**src/rtl/gpio_in_port.sv**
```systemverilog
// rtl/gpio_in_port.sv - 8-bit debounced GPIO input port with edge status and interrupt
module gpio_in_port #(
    parameter logic [31:0] BASE_ADDR       = 32'h0000_0800,
    parameter int          DEBOUNCE_CYCLES = 16
) (
    input  logic        clk,
    input  logic        rst,
    input  logic [7:0]  gpio_i,
    input  logic [31:0] data_addr,
    input  logic        datamem_rd,
    input  logic        datamem_wr,
    input  logic [31:0] data_wr,
    output logic [31:0] data_rd,
    output logic        irq
);

    localparam logic [7:0] CNT_MAX = 8'(DEBOUNCE_CYCLES - 1);

    localparam logic [1:0] SEL_DATA   = 2'd0;
    localparam logic [1:0] SEL_STATUS = 2'd1;
    localparam logic [1:0] SEL_IRQ_EN = 2'd2;
    localparam logic [1:0] SEL_RAW    = 2'd3;

    logic [7:0] sync1;
    logic [7:0] sync2;
    logic [7:0] debounced;
    logic [7:0] status;
    logic [7:0] irq_en;
    logic [7:0] cnt [8];

    logic       hit;
    logic [1:0] sel;
    logic [7:0] db_load;
    logic [7:0] db_next;
    logic [7:0] rise;
    logic [7:0] clear_mask;
    logic [7:0] rd_mux;
    logic       unused_bits;

    // Address byte offset and upper write-data bits carry no information here.
    assign unused_bits = ^{data_addr[1:0], data_wr[31:8]};

    // Register window decode on the 16-byte aligned base.
    always_comb begin
        hit = (data_addr[31:4] == BASE_ADDR[31:4]);
        sel = data_addr[3:2];
    end

    // Two-flop synchronizer for the asynchronous pins.
    always_ff @(posedge clk or posedge rst) begin
        if (rst) begin
            sync1 <= 8'h00;
            sync2 <= 8'h00;
        end else begin
            sync1 <= gpio_i;
            sync2 <= sync1;
        end
    end

    // A bit is accepted once it has differed from the debounced value for the full window.
    always_comb begin
        db_load = 8'h00;
        for (int i = 0; i < 8; i++) begin
            db_load[i] = (sync2[i] != debounced[i]) && (cnt[i] == CNT_MAX);
        end
        db_next = (debounced & ~db_load) | (sync2 & db_load);
        rise    = db_load & sync2;
    end

    // Per-bit stability counters; any agreement with the debounced value restarts the window.
    always_ff @(posedge clk or posedge rst) begin
        if (rst) begin
            for (int i = 0; i < 8; i++) begin
                cnt[i] <= 8'h00;
            end
        end else begin
            for (int i = 0; i < 8; i++) begin
                if (sync2[i] == debounced[i] || cnt[i] == CNT_MAX) begin
                    cnt[i] <= 8'h00;
                end else begin
                    cnt[i] <= cnt[i] + 8'd1;
                end
            end
        end
    end

    // Debounced input state.
    always_ff @(posedge clk or posedge rst) begin
        if (rst) begin
            debounced <= 8'h00;
        end else begin
            debounced <= db_next;
        end
    end

    // Write-1-to-clear mask for STATUS; only a hit write to the STATUS slot clears.
    always_comb begin
        clear_mask = 8'h00;
        if (hit && datamem_wr && sel == SEL_STATUS) begin
            clear_mask = data_wr[7:0];
        end
    end

    // Rising-edge flags; a fresh rising edge beats a simultaneous clear.
    always_ff @(posedge clk or posedge rst) begin
        if (rst) begin
            status <= 8'h00;
        end else begin
            status <= (status & ~clear_mask) | rise;
        end
    end

    // Interrupt enable register.
    always_ff @(posedge clk or posedge rst) begin
        if (rst) begin
            irq_en <= 8'h00;
        end else if (hit && datamem_wr && sel == SEL_IRQ_EN) begin
            irq_en <= data_wr[7:0];
        end
    end

    // Read mux over pre-write register values.
    always_comb begin
        rd_mux = 8'h00;
        case (sel)
            SEL_DATA:   rd_mux = debounced;
            SEL_STATUS: rd_mux = status;
            SEL_IRQ_EN: rd_mux = irq_en;
            SEL_RAW:    rd_mux = sync2;
            default:    rd_mux = 8'h00;
        endcase
    end

    // Registered read data and interrupt level.
    always_ff @(posedge clk or posedge rst) begin
        if (rst) begin
            data_rd <= 32'h0;
            irq     <= 1'b0;
        end else begin
            data_rd <= (hit && datamem_rd) ? {24'h0, rd_mux} : 32'h0;
            irq     <= |(status & irq_en);
        end
    end

endmodule

```
**config.mk**
```make
export PLATFORM = sky130hd
export DESIGN_NAME = gpio_in_port
export DESIGN_NICKNAME = d
export VERILOG_FILES = /design/src/rtl/gpio_in_port.sv
export SDC_FILE = /design/constraint.sdc
export NUM_CORES = 1
export LEC_CHECK = 0
export ABC_CLOCK_PERIOD_IN_PS = 6700
export CAP_MARGIN = 0
export CORE_AREA = 2 2 110 112
export DETAILED_ROUTE_END_ITERATION = 8
export DIE_AREA = 0 0 112 114
export PLACE_DENSITY = 0.71
export SLEW_MARGIN = 20
export SYNTH_ARGS = -nofsm -noshare
export SYNTH_HDL_FRONTEND = slang
export SYNTH_SLANG_ARGS = --single-unit
```
**constraint.sdc**
```tcl
create_clock -name clk -period 6.7 [get_ports clk]
set_input_delay 0.67 -clock clk [delete_from_list [all_inputs] [get_ports clk]]
set_output_delay 0.67 -clock clk [all_outputs]
set_load 0.05 [all_outputs]
```
* Yosys cells after proc, flatten, opt, wreduce, memory -nomap -nowiden *
Cells that the tools add are included.

word-level totals
  flip-flop bits (word level) = 113
  input bits = 76

operators by class
  $add $sub $neg = 8
  eq/ne operators = 28
  multiplexer cells = 11
  bitwise operators = 8
  reductions and logical operators = 22

operators with widths
  kind                                                               number
  8-bit 2-to-1 mux                                                   10
  8-bit by 1-bit adder with 8-bit output (second input constant)     8
  8-bit by 4-bit == test with 1-bit output (second input constant)   8
  8-bit bitwise AND                                                  4
  8-bit case mux with 4 select lines                                 1
  28-bit by 8-bit == test with 1-bit output (second input constant)  1
  8-bit inverter                                                     2
  8-bit bitwise OR                                                   2
  1-bit logical AND                                                  12
  1-bit == test                                                      8
  1-bit logical OR                                                   8
  1-bit != test                                                      8
  8-bit OR reduction                                                 1
  2-bit == test (second input constant)                              2
  2-bit by 1-bit == test with 1-bit output (second input constant)   1
  2-bit zero test                                                    1

* Logic depth before layout (Yosys ltp) *
  word-level depth = 7
  mapped depth = 6
  gate-level depth less buffers = 5

* Least setup slack after synthesis *
Ideal clock, no wire load.

  path kind = input to register
  start = input port data_addr[14]
  end = register irq_en[0]
  data arrival time = 1,826 ps
  slack = 4,749 ps
  cell stages on the path = 5
  path through = nor4_1 -> and4_4 -> and4_4 -> buf_12 -> mux2_4

on the way
  longest elaborated chain between the ends = 3

RTL lines
  what                                       line  RTL
  start, declared                            9     input logic [31:0] data_addr,
  28-bit by 8-bit == test with 1-bit output  45    hit = (data_addr[31:4] == BASE_ADDR[31:4]);
  1-bit logical AND (2 in a row)             117   end else if (hit && datamem_wr && sel == SEL_IRQ_EN) begin
  end signal, assigned                       118   irq_en <= data_wr[7:0];
  end, declared                              28    logic [7:0] irq_en;

No other way between the ends.
A chain may end at the register's enable or synchronous reset.

* Worst setup path in the final report *
  start = register data_rd[6]
  end = output port data_rd[6]

RTL lines
  what                    line  RTL
  start, declared         13    output logic [31:0] data_rd,
  start signal, assigned  140   data_rd <= (hit && datamem_rd) ? {24'h0, rd_mux} : 32'h0;

No word-level cell between the ends.

==> metrics.txt <==
CTS Buf Count=17; Total Nets Final=601; setup slack at placement=4090 ps; First-pass DRT Iterations=4; Seq/Total Area, Yosys=0.552; Post-CTS Resized=0; Sw Pwr=387 uW; crit path from=data_rd[6]; Sw Share=0.216; power per cell area=280 nW/um^2; final hold violation count=0; synthesized area per cell=11.5 um^2; min cycle time layout=2200 ps; GR peak layer=met2; final setup vio count=0; Critical Path AT=1530 ps; first-pass GRT wire length=16.2 mm; Initial DRC Count=169; fillcell total=993; Slew Viols, Final=0; Max stage delay on crit path=800 ps; final non-filler cell total=677; PortBufs=58; die area=12800 um^2; Post-CTS Setup Bufs=0; largest net degree at the start of global routing=62; gp weighted congestion=0.796; root buf cell=clkbuf_16; TNS Setup=0 ps; critical path endpoint category=primary output; Residual DRC=0; initial antenna violation count=0; cell count along the critical path=1; peak supply drop=298 uV; worst hold start=sync1[6]; M1 GR Usage=0.201; RSZ-0062 raised after global routing=false; CP Capture Point=data_rd[6]; Synth-to-Final Area Change=25.1%; vias per cell=5.05; CTS tree=done; Worst Skew=6.04 ps; Core ar.=11700 um^2; cells after synthesis=444; final WL=9.37 mm; Reg power frac=0.398; number of synthesized flops with an enable pin=0; crit path cell chain=clkdlybuf4s50_1; Synth area leaders=dfrtp_1, xor2_1, nor2_1, xnor2_1, buf_4; initial core utilization=0.437; WL per Instance=13.8 um; Max H-tree Level=4; Crit Path Category=reg2out; post-synth top area share=0.552; Global Route Usage Sum=0.160; routing usage on met2=0.264; deepest clock path buffer count=2; CP Launch Type=flip-flop; status=finished clean; CP bufs+invs=1; max_cap viols=0; asr flop ratio synth=1.00; Crit Path Max Fanout=1; Ant. Diodes=0; vias in the first global route=3503; HPWL Detailed=6.57 mm; reg2reg path depth=4; family with the most delay on the worst path=buffers and inverters; Clock power frac=0.538; critical path's slowest cell=clkdlybuf4s50_1; Most used DFF post-synth=dfrtp_1; worst slew pin tran=741 ps; Comb pwr share=0.065; Yosys cell types=35; Cell Rows=40; worst hold path type=reg2reg; Slew HR=0.506; die height=114 um; Syn. warnings=0; r2r setup slk=5090 ps; most common cell in the synthesized netlist=dfrtp_1; register clock-pin slew on the reported worst setup and hold paths=50 ps; Synth Cell Area=5120 um^2; Placed Instances=645; Required @ worst endpoint=6030 ps; register bit total from synthesis=113; internal power=1.41 mW; Lkg Pwr=2.80 nW; Tcrit/Tclk final=0.329; I/O Pins=109; most area-hungry cell type in the Yosys netlist=dfrtp_1; R2R Path Start=cnt[13]; Final Worst Setup Slack=4500 ps; # clock sinks=113; clock latency on the worst-skew pair=410 ps; share of layout cells above drive strength 1=0.111; Fmax=0.454 GHz; die width=112 um; RR Endpoint=cnt[15]; via count=3417; post-route ant nets=0; grt ovf=0; most instantiated cells after synthesis=dfrtp_1, nor2_1, xor2_1; cts hold-fix bufs=0; GR Layer Usage met3=0.0494
## state kept, by name, indices dropped and copies added (netlist names), named ones only
| signal | cells |
|---|---|
| cnt | 64 |
| data_rd | 8 |
| irq_en | 8 |
| status | 8 |
| sync1 | 8 |
| sync2 | 8 |
| irq | 1 |
## logic make-up (layout without fill, tap and decap cells)
family          after synthesis  after routing  share of synthesized area
simple gates                184            184                      0.186
flops                       113            113                      0.552
xor+xnor                     48             48                     0.0821
buf+inv                      38            101                     0.0493
compound gates               29             29                     0.0364
mux                          23             23                     0.0740
fa+ha+maj                     8              8                     0.0195
other cells                   1             24                   0.000732
## cells in the final DEF, fill, tap and decap left out, types with 2 or more instances in the layout
master and count:
mux4_2 8, nor2b_1 16, bufinv_16 4, inv_1 9, xor2_1 26, clkinvlp_4 3
nand4_1 7, a21oi_1 8, clkbuf_8 4, clkdlybuf4s50_1 58, a211o_1 7, nor2_1 60
or3_1 8, o21ai_0 9, clkbuf_1 2, a22oi_1 4, nand2_1 25, mux2_2 7
xnor2_1 22, ha_1 8, nor3b_1 7, nor3_1 3, nand3_1 16, clkbuf_16 17
and2_1 6, and4_4 2, dfrtp_1 113, nand2b_1 10, nor4_1 13, and3_1 6
clkinv_2 2, mux2_4 8, conb_1 24
## area by class of cell
type	count	area (um^2)	area share
inverter	10	40.0	0.00625
multi-input combinational	316	2130	0.332
sequential	113	2830	0.441
clock buffer	23	488	0.0761
clock inverter	9	153	0.0238
timing repair buffer	59	588	0.0918
tap	147	184	0.0287
## power by group through the flow
stage	clock network [mW]	registers [mW]	logic, mW
final	0.965	0.713	0.116
after detailed placement	0	0.725	0.118
after CTS	0.980	0.713	0.118
after floorplan	0	0.721	0.0870
after global placement	0	0.723	0.115
after global routing	1.01	0.715	0.129
## per-stage QoR
step	hold slack [ps]	utilization	total power, mW	area, um^2
after floorplan	331	-	0.808	5210
after global placement	332	0.493	0.838	5770
after detailed placement	335	0.493	0.842	5770
after CTS	350	0.547	1.81	6410
after global routing	352	0.547	1.86	6410
final	348	0.547	1.79	6410
## routing by layer
metal | wire [um] | share of wire
met4 | 140 | 0.015
met5 | 0 | 0
met2 | 4710 | 0.50
met1 | 4080 | 0.44
met3 | 448 | 0.048
## worst min path at each step
| stage | depth (start not counted) | endpoint | slack [ps] |
|---|---|---|---|
| floorplan | 0 | sync2[0] | 330 |
| global placement | 0 | sync2[0] | 330 |
| detailed placement | 0 | sync2[3] | 330 |
| CTS | 0 | sync2[6] | 350 |
| global route | 0 | sync2[6] | 350 |
| finish | 0 | sync2[6] | 350 |
Power figures use the tool's default switching activity.
